$ cat src/rtl/serial_nibble_adder_pkg.sv
// Shared types and constants for the serial nibble adder.
//   NIB_W       : width of one processed slice (4 bits)
//   sna_state_t : FSM state encoding (IDLE / BUSY / DONE)
package serial_nibble_adder_pkg;
  localparam int NIB_W = 4;

  typedef enum logic [1:0] {
    ST_IDLE = 2'b00,
    ST_BUSY = 2'b01,
    ST_DONE = 2'b10
  } sna_state_t;
endpackage

$ cat src/rtl/serial_nibble_adder_if.sv
// Handshake bus for serial_nibble_adder.
//   in_valid/in_ready/in_a/in_b/in_cin    : operand channel
//   out_valid/out_ready/out_sum/out_cout  : result channel
//   out_ovf                               : signed overflow, only with SERADD_OVF_EN
// master = operand source / result consumer, slave = the adder.
interface serial_nibble_adder_if #(parameter int WIDTH = 16);
  logic             in_valid;
  logic             in_ready;
  logic [WIDTH-1:0] in_a;
  logic [WIDTH-1:0] in_b;
  logic             in_cin;
  logic             out_valid;
  logic             out_ready;
  logic [WIDTH-1:0] out_sum;
  logic             out_cout;
`ifdef SERADD_OVF_EN
  logic             out_ovf;
`endif

  modport master (
    output in_valid, in_a, in_b, in_cin, out_ready,
    input  in_ready, out_valid, out_sum, out_cout
`ifdef SERADD_OVF_EN
    , input out_ovf
`endif
  );

  modport slave (
    input  in_valid, in_a, in_b, in_cin, out_ready,
    output in_ready, out_valid, out_sum, out_cout
`ifdef SERADD_OVF_EN
    , output out_ovf
`endif
  );
endinterface

$ cat src/rtl/serial_nibble_adder_nib_add4.sv
// Combinational 4-bit ripple-carry adder.
//   a, b : addend nibbles      c  : carry in
//   s    : sum nibble          co : carry out of bit 3
//   c3   : carry into bit 3 (used for signed overflow detection)
module nib_add4 (
  input  logic [3:0] a,
  input  logic [3:0] b,
  input  logic       c,
  output logic [3:0] s,
  output logic       co,
  output logic       c3
);
  logic [4:0] cc;

  assign cc[0] = c;
  for (genvar i = 0; i < 4; i++) begin : g_bit
    assign s[i]    = a[i] ^ b[i] ^ cc[i];
    assign cc[i+1] = (a[i] & b[i]) | (cc[i] & (a[i] ^ b[i]));
  end

  assign co = cc[4];
  assign c3 = cc[3];
endmodule

$ cat src/rtl/serial_nibble_adder.sv
// Multi-cycle WIDTH-bit adder: one nibble per clock, LSB nibble first, through a
// single 4-bit ripple adder with the carry held in a flop between nibbles.
// Ports:
//   clk  : clock, rising edge
//   rst  : synchronous active-high reset
//   bus  : serial_nibble_adder_if.slave (operand and result handshakes)
// Optional feature: define SERADD_OVF_EN to produce bus.out_ovf (signed overflow).
// Latency NIB=WIDTH/4 clocks from accept to out_valid; one add per NIB+2 cycles.
module serial_nibble_adder
  import serial_nibble_adder_pkg::*;
#(
  parameter int WIDTH = 16
) (
  input  logic                 clk,
  input  logic                 rst,
  serial_nibble_adder_if.slave bus
);
  localparam int NIB   = WIDTH / NIB_W;
  localparam int CNT_W = $clog2(NIB);

  sna_state_t       state, state_nxt;
  logic [CNT_W-1:0] cnt;
  logic [WIDTH-1:0] a_sh, b_sh, sum_sh;
  logic             carry, cout_r;
  logic [3:0]       nib_s;
  logic             nib_co;
  logic             accept, last;

  assign accept = bus.in_valid && (state == ST_IDLE);
  assign last   = (cnt == CNT_W'(NIB - 1));

`ifdef SERADD_OVF_EN
  logic nib_c3, ovf_r;
`else
  logic c3_unused;
`endif

  nib_add4 u_add (
    .a  (a_sh[NIB_W-1:0]),
    .b  (b_sh[NIB_W-1:0]),
    .c  (carry),
    .s  (nib_s),
    .co (nib_co),
`ifdef SERADD_OVF_EN
    .c3 (nib_c3)
`else
    .c3 (c3_unused)
`endif
  );

  // state register
  always_ff @(posedge clk) begin
    if (rst) state <= ST_IDLE;
    else     state <= state_nxt;
  end

  // next-state logic
  always_comb begin
    state_nxt = state;
    case (state)
      ST_IDLE: if (accept)        state_nxt = ST_BUSY;
      ST_BUSY: if (last)          state_nxt = ST_DONE;
      ST_DONE: if (bus.out_ready) state_nxt = ST_IDLE;
      default:                    state_nxt = ST_IDLE;
    endcase
  end

  // outputs: in_ready only in IDLE, so no same-cycle bypass out of DONE
  always_comb begin
    bus.in_ready  = (state == ST_IDLE);
    bus.out_valid = (state == ST_DONE);
  end

  // datapath: operand shifters, carry flop, nibble counter, result registers
  always_ff @(posedge clk) begin
    if (rst) begin
      a_sh   <= '0;
      b_sh   <= '0;
      sum_sh <= '0;
      carry  <= 1'b0;
      cout_r <= 1'b0;
      cnt    <= '0;
`ifdef SERADD_OVF_EN
      ovf_r  <= 1'b0;
`endif
    end else begin
      case (state)
        ST_IDLE: if (accept) begin
          a_sh  <= bus.in_a;
          b_sh  <= bus.in_b;
          carry <= bus.in_cin;
          cnt   <= '0;
        end
        ST_BUSY: begin
          // sum nibbles enter from the top so the LSB nibble lands at [3:0] last
          sum_sh <= {nib_s, sum_sh[WIDTH-1:NIB_W]};
          a_sh   <= a_sh >> NIB_W;
          b_sh   <= b_sh >> NIB_W;
          carry  <= nib_co;
          cnt    <= cnt + 1'b1;
          if (last) begin
            cout_r <= nib_co;
`ifdef SERADD_OVF_EN
            ovf_r  <= nib_c3 ^ nib_co;
`endif
          end
        end
        default: ;
      endcase
    end
  end

  assign bus.out_sum  = sum_sh;
  assign bus.out_cout = cout_r;
`ifdef SERADD_OVF_EN
  assign bus.out_ovf  = ovf_r;
`endif
endmodule

$ cat src/flat_wrapper.sv
// flat-port wrapper written by rule: the top's interface ports become plain ports
module serial_nibble_adder_flat import serial_nibble_adder_pkg::*;
#(
  parameter int WIDTH = 16
)
  (clk, rst, bus_in_valid, bus_in_a, bus_in_b, bus_in_cin, bus_out_ready, bus_in_ready, bus_out_valid, bus_out_sum, bus_out_cout);
  serial_nibble_adder_if #(.WIDTH(WIDTH)) bus_i ();
  input  logic clk;
  input  logic rst;
  input wire logic [$bits(bus_i.in_valid)-1:0] bus_in_valid;
  input wire logic [$bits(bus_i.in_a)-1:0] bus_in_a;
  input wire logic [$bits(bus_i.in_b)-1:0] bus_in_b;
  input wire logic [$bits(bus_i.in_cin)-1:0] bus_in_cin;
  input wire logic [$bits(bus_i.out_ready)-1:0] bus_out_ready;
  output wire logic [$bits(bus_i.in_ready)-1:0] bus_in_ready;
  output wire logic [$bits(bus_i.out_valid)-1:0] bus_out_valid;
  output wire logic [$bits(bus_i.out_sum)-1:0] bus_out_sum;
  output wire logic [$bits(bus_i.out_cout)-1:0] bus_out_cout;
  assign bus_i.in_valid = bus_in_valid;
  assign bus_i.in_a = bus_in_a;
  assign bus_i.in_b = bus_in_b;
  assign bus_i.in_cin = bus_in_cin;
  assign bus_i.out_ready = bus_out_ready;
  assign bus_in_ready = bus_i.in_ready;
  assign bus_out_valid = bus_i.out_valid;
  assign bus_out_sum = bus_i.out_sum;
  assign bus_out_cout = bus_i.out_cout;
  serial_nibble_adder #(.WIDTH(WIDTH)) u_core (.clk(clk), .rst(rst), .bus(bus_i));
endmodule
$ cat config.mk
export PLATFORM = sky130hd
export DESIGN_NAME = serial_nibble_adder_flat
export DESIGN_NICKNAME = d
export VERILOG_FILES = /design/src/rtl/serial_nibble_adder_pkg.sv /design/src/rtl/serial_nibble_adder_if.sv /design/src/rtl/serial_nibble_adder_nib_add4.sv /design/src/rtl/serial_nibble_adder.sv /design/src/flat_wrapper.sv
export SDC_FILE = /design/constraint.sdc
export NUM_CORES = 1
export LEC_CHECK = 0
export CORE_MARGIN = 2
export CORE_UTILIZATION = 45
export CTS_CLUSTER_DIAMETER = 60
export CTS_CLUSTER_SIZE = 24
export DETAILED_ROUTE_END_ITERATION = 7
export PLACE_DENSITY = 0.79
export SYNTH_ARGS = -nofsm -noshare
export SYNTH_HDL_FRONTEND = slang
export SYNTH_SLANG_ARGS = --single-unit
export TNS_END_PERCENT = 5
$ cat constraint.sdc
create_clock -name clk -period 1.97 [get_ports clk]
set_input_delay 0.4925 -clock clk [delete_from_list [all_inputs] [get_ports clk]]
set_output_delay 0.4925 -clock clk [all_outputs]
set_load 0.02 [all_outputs]
# Word-level counts from Yosys, hierarchy flattened
# Index checks and enable logic that the tools add are counted.
[classes]
add_sub_neg = 1
eq_ne = 6
muxes = 12
n_bitwise = 20
n_reduce_logical = 6
[ops]
columns = ["operator", "count"]
rows = [
  ["$pmux 16 s2", 2],
  ["$mux 16", 2],
  ["$and 1x1->1", 8],
  ["$mux 2", 4],
  ["$xor 1x1->1", 8],
  ["$pmux 2 s3", 1],
  ["$eq 2x2->1 const B", 2],
  ["$ne 2x1->1 const B", 2],
  ["$or 1x1->1", 4],
  ["$pmux 2 s2", 1],
  ["$reduce_and 2->1", 2],
  ["$reduce_and 3->1", 1],
  ["$add 2x1->2 const B", 1],
  ["$eq 2x1->1 const B", 1],
  ["$logic_not 2->1", 1],
  ["$ne 2x2->1 const B", 1],
  ["$pmux 1 s2", 1],
  ["$reduce_bool 2->1", 1],
  ["$logic_and 1x1->1", 1],
  ["$mux 1", 1],
]
[totals]
reg_bits = 54
out_inout_bits = 19
word_cells = 52

# Depth between registers and ports, before layout
[logic_depth]
ltp_word = 10
ltp_mapped = 10
depth_no_buf = 10

# By module
# A second synthesis with hierarchy kept.
[hier_totals]
cells_unflattened = 246
hier_area_um2 = 2364.8
[modules_own_cells]
columns = ["mod", "n_inst", "cells_each", "area_each_um2", "seq_area_each_um2"]
rows = [
  ["serial_nibble_adder", 1, 234, 2254.7, 1081.0],
  ["nib_add4", 1, 12, 110.1, 0.0],
]

# Least setup slack after synthesis
# No wires, ideal clock.
[synth_timing]
kind = "register to register"
start = "register u_core.carry"
end = "register u_core.sum_sh[15] (netlist: u_core.bus.out_sum[15])"
setup_time_ps = 87
arrival_ps = 1943
required_ps = 1883
setup_slack_ps = -60
stages_incl_launch_ff = 9
path_buffers = 0
synth_period_minus_slack_ps = 2030
path_cell_list = "dfxtp_1 > fa_1 > inv_1 > fa_1 > inv_1 > fa_1 > inv_1 > fa_1 > a211oi_1"
[synth_via]
elab_chain_len = 7
[synth_lines]
columns = ["item", "line", "source"]
rows = [
  ["start, declared", "serial_nibble_adder.sv:24", "logic carry, cout_r;"],
  ["start signal, assigned", "serial_nibble_adder.sv:91", "carry <= bus.in_cin;"],
  ["start signal, assigned", "serial_nibble_adder.sv:99", "carry <= nib_co;"],
  ["$and 1x1->1", "serial_nibble_adder_nib_add4.sv:18", "assign cc[i+1] = (a[i] & b[i]) | (cc[i] & (a[i] ^ b[i]));"],
  ["$or 1x1->1", "serial_nibble_adder_nib_add4.sv:18", ""],
  ["$and 1x1->1", "serial_nibble_adder_nib_add4.sv:18", ""],
  ["$or 1x1->1", "serial_nibble_adder_nib_add4.sv:18", ""],
  ["$and 1x1->1", "serial_nibble_adder_nib_add4.sv:18", ""],
  ["$or 1x1->1", "serial_nibble_adder_nib_add4.sv:18", ""],
  ["$xor 1x1->1", "serial_nibble_adder_nib_add4.sv:17", "assign s[i] = a[i] ^ b[i] ^ cc[i];"],
  ["end signal, assigned", "serial_nibble_adder.sv:96", "sum_sh <= {nib_s, sum_sh[WIDTH-1:NIB_W]};"],
  ["end, declared", "serial_nibble_adder.sv:23", "logic [WIDTH-1:0] a_sh, b_sh, sum_sh;"],
]
# No other way between the ends.
# A chain may end at the register's enable or synchronous reset.

# Worst setup path in the final report
[layout_timing]
start = "register u_core.a_sh[0]"
end = "register u_core.sum_sh[15] (netlist: u_core.bus.out_sum[15])"
[layout_via]
elab_chain_len = 8
elab_cells_between_ends = 9
cone_classes = "bitwise (9)"
[layout_lines]
columns = ["item", "line", "source"]
rows = [
  ["start, declared", "serial_nibble_adder.sv:23", ""],
  ["start signal, assigned", "serial_nibble_adder.sv:89", "a_sh <= bus.in_a;"],
  ["start signal, assigned", "serial_nibble_adder.sv:97", "a_sh <= a_sh >> NIB_W;"],
  ["$xor 1x1->1", "serial_nibble_adder_nib_add4.sv:18", ""],
  ["$and 1x1->1", "serial_nibble_adder_nib_add4.sv:18", ""],
  ["$or 1x1->1 (*)", "serial_nibble_adder_nib_add4.sv:18", ""],
  ["$and 1x1->1 (*)", "serial_nibble_adder_nib_add4.sv:18", ""],
  ["$or 1x1->1 (*)", "serial_nibble_adder_nib_add4.sv:18", ""],
  ["$and 1x1->1 (*)", "serial_nibble_adder_nib_add4.sv:18", ""],
  ["$or 1x1->1 (*)", "serial_nibble_adder_nib_add4.sv:18", ""],
  ["$xor 1x1->1 (*)", "serial_nibble_adder_nib_add4.sv:17", ""],
]
# Every way passes the cells marked *; elsewhere a longest branch is shown, timed or not.

==> out/qor.csv <==
metric,value,unit
Worst-Margin Slew,0.6021,ns
Placement Setup Slack,-0.1138,ns
LEAKAGE,0.001181,µW
RSZ-0062 raised after global routing,yes,
core area,5140,µm²
Worst setup EP type,flip-flop,
Clock Path Buffers,2,
vias in the first global route,1883,
Gate Count Post-Synth,251,
fin crit period,2.039,ns
Post-Syn Area,2421,µm²
Post-Route WL,5102,µm
"most common cell after layout, fill and taps aside",clkdlybuf4s50_1,
placer congestion estimate,0.8023,
"commonest non-fill, non-tap cells in the layout","52 x clkdlybuf4s50_1, 50 x dfxtp_1, 36 x nor2_1, 28 x nand2_1, 25 x mux2i_1",
setup skew after layout,0.006674,ns
Final Max Slew Viols,0,
pin count of the biggest net entering global routing,30,
post-route ant nets,0,
total gr overflow,0,
"IR drop worst, VDD",0.0004508,V
floorplan die height,77.35,µm
"Hold Violations, Final",0,
Initial Util,47.10,%
clock latency on the worst-skew pair,0.31,ns
failing checks,negative setup slack,
Std-Cell Rows,26,
initial antenna violation count,0,
worst-path fanout max,2,
worst setup margin,-0.06867,ns
Power Density,740.0,nW/µm²
DIE AREA,5983,µm²
Total GRT Usage,18.20,%
I/O pins,56,
Synth top area share,44.65,%
"Buf+Inv Stages, Crit Path",3,
"Reg clk slew, reported paths",0.09,ns
n_diodes,0,
CTS buffer count,5,
Ys Warns,0,
cell family contributing the most delay on the critical path,adder cells,
Synth cell types,30,
Final Cycle Share,103.5,%
endpoints failing setup,1,
DR WL/cell,13.61,µm
CTS tree,done,
Worst Path Arrival,2.28,ns
syn avg cell area,9.646,µm²
synthesis-stage register bit count,54,
clock sink count,54,
crit-path cells,fa_2 -> inv_2 -> fa_2 -> inv_2 -> fa_2 -> inv_2 -> fa_1 -> a211oi_2,
Hold/Removal Path Class,reg -> reg,
Worst slew margin,59.86,%
via-per-instance ratio,5.096,
DR iter-0 viols,118,
# DRC,0,
clk root buf,clkbuf_8,
status,finished with violations,
CP max-delay cell,fa_1,
setup TNS,-0.06867,ns
DR pass1 iterations,4,
Setup crit start kind,flip-flop,
Post-layout nets,346,
layout cells sized above 1,17.38,%
Worst path max stage delay,0.41,ns
Die W,77.35,µm
Area contributors post-synth,"dfxtp_1 45%, a211oi_2 10%, mux2i_1 10%, nor2_1 5.6%, nand2_1 4.3%",
MaxCap Viol Count,0,
Peak Freq,0.4905,GHz
port bufs,55,
hold_buf cts,0,
synthesized net count,293,
H-Tree Depth,2,
Via Count,1911,
Final HPWL DP,3638,µm
P&R area growth vs syn,30.80,%
Worst EP required,2.21,ns
Crit Path Category,reg -> reg,
first-pass GRT wire length,8638,µm
register area share after synthesis,44.65,%
largest area contributor in the netlist,dfxtp_1,
cell usage after synthesis:
| cell | number |
|---|---|
| a2111oi_2 | 1 |
| a211oi_1 | 5 |
| a211oi_2 | 20 |
| a21oi_1 | 20 |
| a22oi_1 | 5 |
| a311oi_1 | 1 |
| and2b_1 | 1 |
| buf_1 | 3 |
| buf_2 | 6 |
| buf_4 | 2 |
| buf_6 | 5 |
| clkbuf_1 | 2 |
| clkbuf_2 | 1 |
| clkbuf_4 | 1 |
| dfxtp_1 | 54 |
| fa_1 | 4 |
| ha_1 | 1 |
| inv_1 | 10 |
| mux2i_1 | 25 |
| nand2_1 | 28 |
| nand2b_1 | 1 |
| nand3b_1 | 5 |
| nor2_1 | 36 |
| nor2b_1 | 4 |
| nor3_1 | 1 |
| nor3b_1 | 1 |
| nor4_1 | 1 |
| o21ai_0 | 5 |
| o21ba_2 | 1 |
| o21bai_1 | 1 |
worst reg2reg max path: stages (launching register included):
cell and delay [ns]:
dfxtp_2 0.34, fa_2 0.38, inv_2 0.06, fa_2 0.18, inv_2 0.04, fa_2 0.33, inv_2 0.06, fa_1 0.41
a211oi_2 0.17
per-stage QoR:
stage / utilization, % / cells / hold WS [ns] / area (µm²) / power [µW]
2_1_floorplan: - / 251 / 0.4536 / 2430 / 1496
3_3_place_gp: 59.37 / 367 / 0.4412 / 3052 / 1646
3_5_place_dp: 59.37 / 367 / 0.4487 / 3052 / 1658
4_1_cts: 61.59 / 375 / 0.4614 / 3166 / 2363
5_1_grt: 61.61 / 375 / 0.4879 / 3167 / 2451
6_report: 61.61 / 375 / 0.4591 / 3167 / 2344
sequential cells by signal (all words and copies together) (netlist names):
register and flops:
u_core.b_sh 16, u_core.a_sh 16, u_core.bus.out_sum 16, u_core.cnt 2
u_core.bus.out_cout 1, u_core.state 2, u_core.carry 1
power by group:
part | leakage, µW | internal (µW) | switching [µW]
registers | 0.000445 | 1160 | 42.7
logic | 0.000678 | 220 | 211
clock network | 0.0000575 | 355 | 352
cells by family (layout without fill, tap and decap cells):
| logic type | after synthesis | count (layout) | share of synthesized area, % |
|---|---|---|---|
| simple gates | 78 | 78 | 13.85 |
| flops | 54 | 54 | 44.65 |
| compound gates | 59 | 59 | 20.31 |
| buf+inv | 30 | 84 | 7.028 |
| fa+ha+maj | 5 | 5 | 3.824 |
| mux | 25 | 25 | 10.34 |
worst paths after layout:
check	start	endpoint	slack, ns	cells past startpoint
worst max-delay path	u_core.a_sh[0]	u_core.bus.out_sum[15]	-0.07	8
worst max register to register	u_core.a_sh[0]	u_core.bus.out_sum[15]	-0.07	8
worst min register to register	u_core.bus.out_sum[0]	u_core.bus.out_sum[0]	0.46	2
worst min-delay path	u_core.bus.out_sum[0]	u_core.bus.out_sum[0]	0.46	2
per-layer routing:
metal / GRT usage, % / part of all wire, % / vias to the layer above
li1: - / - / 963
met1: 22.39 / 46 / 899
met2: 30.00 / 48 / 41
met3: 4.419 / 4.1 / 8
met4: 8.571 / 1.6 / 0
met5: 0 / 0 / -
cell type report:
cell class              instances  area [µm²]
fillers                       479        1973
inverters                      10       37.54
well taps                      70       87.58
flip-flops and latches         54        1086
multi-input cells             167        1182
clock buffers                   8       110.1
repair buffers                 66       663.1
what timing repair did:
| action | CTS | global route |
|---|---|---|
| setup endpoints to repair | 5 | 3 |
| resized for setup | 4 | 2 |
| setup buffers | 0 | 0 |
| pin swaps | 2 | 1 |
Power figures use the tool's default switching activity.
